<file path="config.mk">
export PLATFORM = sky130hd
export DESIGN_NAME = fifo_rd_stream
export DESIGN_NICKNAME = d
export VERILOG_FILES = /design/src/rtl/fifo_pkg.sv /design/src/rtl/fifo_rd_stream_ring.sv /design/src/rtl/fifo_rd_stream.sv
export SDC_FILE = /design/constraint.sdc
export NUM_CORES = 1
export LEC_CHECK = 0
export ABC_AREA = 1
export CELL_PAD_IN_SITES_DETAIL_PLACEMENT = 1
export CELL_PAD_IN_SITES_GLOBAL_PLACEMENT = 1
export CORE_MARGIN = 2
export CORE_UTILIZATION = 40
export CTS_CLUSTER_SIZE = 8
export DETAILED_ROUTE_END_ITERATION = 6
export GPL_TIMING_DRIVEN = 0
export MAX_ROUTING_LAYER = met4
export PLACE_DENSITY_LB_ADDON = 0.05
export SLEW_MARGIN = 25
export SYNTH_ARGS = -nofsm -noshare
export SYNTH_HDL_FRONTEND = slang
export SYNTH_SLANG_ARGS = --single-unit
</file>
<file path="constraint.sdc">
create_clock -name CLK -period 2 [get_ports CLK]
set_input_delay 0.6 -clock CLK [delete_from_list [all_inputs] [get_ports CLK]]
set_output_delay 0.6 -clock CLK [all_outputs]
set_load 0.02 [all_outputs]
</file>
<file path="src/rtl/fifo_pkg.sv">
// Shared sizing helpers for the async FIFO and its read-side stream master.
package fifo_pkg;

  function automatic int clog2(input int v);
    int r;
    r = 0;
    for (int x = v - 1; x > 0; x = x >> 1) r++;
    return r;
  endfunction

  // Width needed to hold 0..depth inclusive.
  function automatic int cnt_w(input int depth);
    return clog2(depth + 1);
  endfunction

  function automatic int ptr_w(input int depth);
    return (depth > 1) ? clog2(depth) : 1;
  endfunction

  // The buffer must absorb every read that can be in flight plus the word being held.
  function automatic bit depth_ok(input int depth, input int rd_latency);
    return (rd_latency >= 1) && (depth >= rd_latency + 1);
  endfunction

endpackage

</file>
<file path="src/rtl/fifo_rd_stream_ring.sv">
// Single-clock DEPTH x DATA_WIDTH ring buffer; HEAD is the oldest word, straight from storage.
module sync_ring_buf
  import fifo_pkg::*;
#(
  parameter int DATA_WIDTH = 8,
  parameter int DEPTH      = 3
) (
  input  logic                     CLK,
  input  logic                     RST_N,
  input  logic                     PUSH,
  input  logic [DATA_WIDTH-1:0]    PUSH_DATA,
  input  logic                     POP,
  output logic [cnt_w(DEPTH)-1:0]  COUNT,
  output logic [DATA_WIDTH-1:0]    HEAD
);

  localparam int CW = cnt_w(DEPTH);
  localparam int PW = ptr_w(DEPTH);

  logic [DATA_WIDTH-1:0] mem [DEPTH];
  logic [PW-1:0]         wr_ptr;
  logic [PW-1:0]         rd_ptr;

  // Explicit wrap so non-power-of-2 depths are legal.
  function automatic logic [PW-1:0] nxt(input logic [PW-1:0] p);
    return (p == PW'(DEPTH - 1)) ? '0 : p + PW'(1);
  endfunction

  always_ff @(posedge CLK or negedge RST_N) begin
    if (!RST_N) begin
      for (int i = 0; i < DEPTH; i++) mem[i] <= '0;
      wr_ptr <= '0;
      rd_ptr <= '0;
      COUNT  <= '0;
    end else begin
      if (PUSH) begin
        mem[wr_ptr] <= PUSH_DATA;
        wr_ptr      <= nxt(wr_ptr);
      end
      if (POP) rd_ptr <= nxt(rd_ptr);
      COUNT <= COUNT + CW'(PUSH) - CW'(POP);
    end
  end

  assign HEAD = mem[rd_ptr];

endmodule

</file>
<file path="src/rtl/fifo_rd_stream.sv">
// Read-side master for the async FIFO: prefetches through the RAM read latency into a
// small ring and presents registered words as a valid/ready stream.
module fifo_rd_stream
  import fifo_pkg::*;
#(
  parameter int DATA_WIDTH = 8,
  parameter int RD_LATENCY = 1,
  parameter int BUF_DEPTH  = 3
) (
  input  logic                          CLK,
  input  logic                          RST_N,
  input  logic                          FIFO_EMPTY,
  output logic                          FIFO_REN,
  input  logic [DATA_WIDTH-1:0]         FIFO_R_DATA,
  output logic                          M_VALID,
  input  logic                          M_READY,
  output logic [DATA_WIDTH-1:0]         M_DATA,
  output logic [cnt_w(BUF_DEPTH)-1:0]   LEVEL
);

  localparam int CW = cnt_w(BUF_DEPTH);
  localparam int IW = cnt_w(RD_LATENCY);

  if (!depth_ok(BUF_DEPTH, RD_LATENCY)) begin : g_bad_cfg
    $error("fifo_rd_stream: BUF_DEPTH must be >= RD_LATENCY+1");
  end

  logic [RD_LATENCY-1:0] vld_pipe;
  logic [IW-1:0]         inflight;
  logic [CW-1:0]         count;
  logic                  push;
  logic                  pop;

  assign push = vld_pipe[RD_LATENCY-1];
  assign pop  = M_VALID & M_READY;

  // Credit: every issued read already owns a slot, so the ring can never overflow.
  // Only registered state and EMPTY feed this; M_READY stays off the REN path.
  assign FIFO_REN = RST_N & ~FIFO_EMPTY &
                    ((int'(count) + int'(inflight)) < BUF_DEPTH);

  always_ff @(posedge CLK or negedge RST_N) begin
    if (!RST_N) begin
      vld_pipe <= '0;
      inflight <= '0;
    end else begin
      vld_pipe <= (vld_pipe << 1) | RD_LATENCY'(FIFO_REN);
      inflight <= inflight + IW'(FIFO_REN) - IW'(push);
    end
  end

  sync_ring_buf #(
    .DATA_WIDTH (DATA_WIDTH),
    .DEPTH      (BUF_DEPTH)
  ) u_ring (
    .CLK       (CLK),
    .RST_N     (RST_N),
    .PUSH      (push),
    .PUSH_DATA (FIFO_R_DATA),
    .POP       (pop),
    .COUNT     (count),
    .HEAD      (M_DATA)
  );

  assign M_VALID = (count != '0);
  assign LEVEL   = count;

  a_no_overflow: assert property (@(posedge CLK) disable iff (!RST_N)
    !(push && (count == CW'(BUF_DEPTH))));
  a_no_underflow: assert property (@(posedge CLK) disable iff (!RST_N)
    !(pop && (count == '0)));

endmodule

</file>
==> summary.md <==
| Metric | Value |
|---|---|
| Core footprint | `3940 um2` |
| Required time of the critical path | `1.40 ns` |
| CTS Buf Count | `5` |
| WP buf/inv | `3` |
| Clock Power Share | `0.144` |
| P_leak | `between 0.001 and 0.0015 uW` |
| Tcrit/Tclk final | `1.02` |
| Die H | `67.4 um` |
| Max Cap Viol | `0` |
| Worst hold slack | `0.201 ns` |
| Cell family with the largest share of critical-path delay | `flip-flops` |
| Total power | `4240 uW` |
| CP max-delay cell | `dfrtp_2` |
| Actual slew at the worst max-slew pin | `0.317 ns` |
| Vias per inst | `between 4 and 5` |
| Sw frac | `0.412` |
| DRT Wirelength | `4450 um` |
| Vias in the first global route | `1456` |
| Largest net degree at the start of global routing | `24` |
| Yosys reg bits | `32` |
| Remaining DRCs | `0` |
| Setup TNS | `-0.0455 ns` |
| Failing checks | `setup timing` |
| Synthesis Warnings | `0` |
| H-Tree Level Count | `2` |
| Register share of total power | `0.290` |
| Top cells by area, synth | `dfrtp_1, nand2_1, o21ai_2, inv_1, nand3_4` |
| Fmax | `around 490 MHz` |
| Max Clock Skew | `0.0101 ns` |
| Post-route cell area | `2290 um2` |
| Post-Syn Area | `~1600 um2` |
| Critical Path Most Common Cell | `buf_6` |
| Met1 usage | `0.270` |
| Routed WL per cell | `16.2 um` |
| CP Data Arrival Time | `1.43 ns` |
| Synth area leader | `dfrtp_1` |
| Vias | `1346` |
| RSZ-0062 raised after global routing | `yes` |
| Fraction of layout cells with a size suffix above 1 | `0.404` |
| GRT Max-Usage Layer | `met2` |
| Root Driver | `clkbuf_8` |
| Met2 GRT Util | `0.415` |
| Setup violators final | `2` |
| GRT Total Usage | `0.237` |
| GR Util met3 | `0.0500` |
| Rows | `23` |
| Max incr delay on CP | `0.46 ns` |
| # diodes | `0` |
| I/O pins | `24` |
| Clk buf depth | `2` |
| Mapped Nets | `189` |
| Area grow syn2layout | `42.5%` |
| # clock sinks | `32` |
| CP Max Fanout | `6` |
| Post-Syn Instances | `between 150 and 200` |
| Starting Density | `0.408` |
| Max-slew violation count | `0` |
| Max_slew headroom | `0.789` |
| Global route total overflow | `0` |
| Sequential share of the synthesized area | `0.498` |
| TritonCTS clock tree | `done` |
| Worst setup margin | `-0.0306 ns` |
| Initial DRT Pass Iterations | `5` |
| Placed cell area | `1920 um2` |
| Clk slew on worst S/H paths | `0.07 ns` |
| Port-buffer cells | `23` |
| Final Hold Violating Endpoints | `0` |
| Share of the synthesized area in the top cell type | `0.498` |
| Final Util | `0.581` |
| Hold-fix buffers, CTS | `0` |
| CP endpoint kind | `primary output` |
| Post-DRT Antenna Nets | `0` |
| First DRT Iteration DRCs | `67` |
| DP Wirelength | `2730 um` |
| Die area | `roughly 4500 um2` |
| First-pass GRT wire length | `approximately 7300 um` |
| Crit Path Category | `register to primary output` |
| Switch Pwr | `1740 uW` |
| Nets | `240` |
| Avg Cell Area, Syn | `between 9 and 10 um2` |
| Int Power | `~2500 uW` |
| Initial antenna violation count | `0` |
| Clock period minus final worst setup slack | `2.03 ns` |
| Critical path, cell by cell | `nor2_4, buf_6, buf_6, nand2_2, nand3_2, buf_6` |
| Worst setup SP type | `register` |
| Clk Latency, worst-skew pair | `0.29 ns` |
| Outcome | `finished with violations` |
| Power Density | `1850 nW/um2` |
| Worst vdd ir | `0.000800 V` |
| DIE WIDTH | `67.4 um` |
| RePlAce Congestion | `~0.73` |
| HP Class | `primary input to async pin` |
| Synth unique cells | `17` |
| Comb pwr share | `0.565` |
## logic make-up after synthesis
family,count (synthesis),synth area share
AND/OR/NAND/NOR,82,0.236
XOR/XNOR,3,0.0163
flip-flops,32,0.498
AO/OA/AOI/OAI,27,0.140
buffers and inverters,25,0.0793
adder cells (fa/ha/maj),4,0.0311
## power groups by stage
stage / Sequential, uW / Clock [uW] / Combinational, uW
2_1_floorplan: 1190 / 0 / 1170
3_3_place_gp: 1190 / 0 / 1750
3_5_place_dp: 1220 / 0 / 1850
4_1_cts: 1220 / 625 / 2270
5_1_grt: 1270 / 654 / 2630
6_report: 1230 / 611 / 2400
## synthesized netlist by cell type
library cell	instances
nand2_1	66
dfrtp_1	32
o21ai_2	24
inv_1	19
nand3_1	8
ha_1	4
buf_6	3
nand3_4	3
o21ai_0	3
inv_2	2
nor2_4	2
xnor2_1	2
buf_8	1
nand2_2	1
nor2_1	1
nor2_2	1
xor2_1	1
## through the flow
stage                     setup slack, ns  std cells
after detailed placement           -0.526        247
after global routing               -0.101        275
after global placement              -1.75        246
after floorplan                    0.0225        173
after CTS                          -0.123        273
final                             -0.0306        275
## sequential cells by signal, indices dropped and copies added (netlist names)
name and count:
inflight 1, u_ring.mem 24, u_ring.COUNT 2, push 1
u_ring.wr_ptr 2, u_ring.rd_ptr 2
## cells in the final DEF, fill, tap and decap left out, drive strengths merged
master          n
nor2            4
dlymetal6s2s    1
dfrtp          32
nand2          67
clkdlybuf4s50  10
bufinv          1
nand3          11
buf            35
xor2            1
dlygate4sd2     2
o21ai          27
clkbuf          6
inv            21
ha              4
clkinv          1
xnor2           2
## worst register-to-register path, stage by stage, from the launching register on
cell and delay, ns:
dfrtp_1 0.39, ha_2 0.20, ha_4 0.26, nand2_2 0.05, nand2_4 0.07, nor2_4 0.04, buf_4 0.13, buf_4 0.12
buf_4 0.12, buf_4 0.12, nand2_1 0.05, nand2_1 0.05
## layout make-up
type | count | area (um2)
tap | 50 | 62.6
fill | 450 | 1650
buffer | 4 | 48.8
clock inverter | 2 | 35.0
clock buffer | 6 | 72.6
timing repair buffer | 44 | 443
inverter | 21 | 78.8
sequential | 32 | 803
multi-input combinational | 116 | 748
## final timing paths
check / end / slack (ns) / startpoint / cells past startpoint
min in group CLK: u_ring.mem[19]$_DFFE_PN0P_ / 0.48 / u_ring.mem[19]$_DFFE_PN0P_ / 2
max reg2reg: inflight$_DFF_PN0_ / 0.28 / u_ring.COUNT[0]$_DFF_PN0_ / 11
min: u_ring.COUNT[1]$_DFF_PN0_ / 0.20 / RST_N / 1
min reg2reg: u_ring.mem[19]$_DFFE_PN0P_ / 0.48 / u_ring.mem[19]$_DFFE_PN0P_ / 2
max in group asynchronous: u_ring.wr_ptr[1]$_DFFE_PN0P_ / 1.38 / RST_N / 2
max: M_DATA[7] / -0.03 / u_ring.rd_ptr[0]$_DFFE_PN0P_ / 6
## timing repair
action / in CTS / in global routing
setup endpoints to repair: 11 / 10
gates resized for setup: 68 / 10
pin swaps: 7 / 3
buffers inserted: 18 / 2
## per-layer routing
metal	share of wire	vias to the layer above
met2	0.54	19
met5	0	-
met1	0.41	678
li1	-	643
met4	0.013	0
met3	0.029	6
Power figures use the tool's default switching activity.
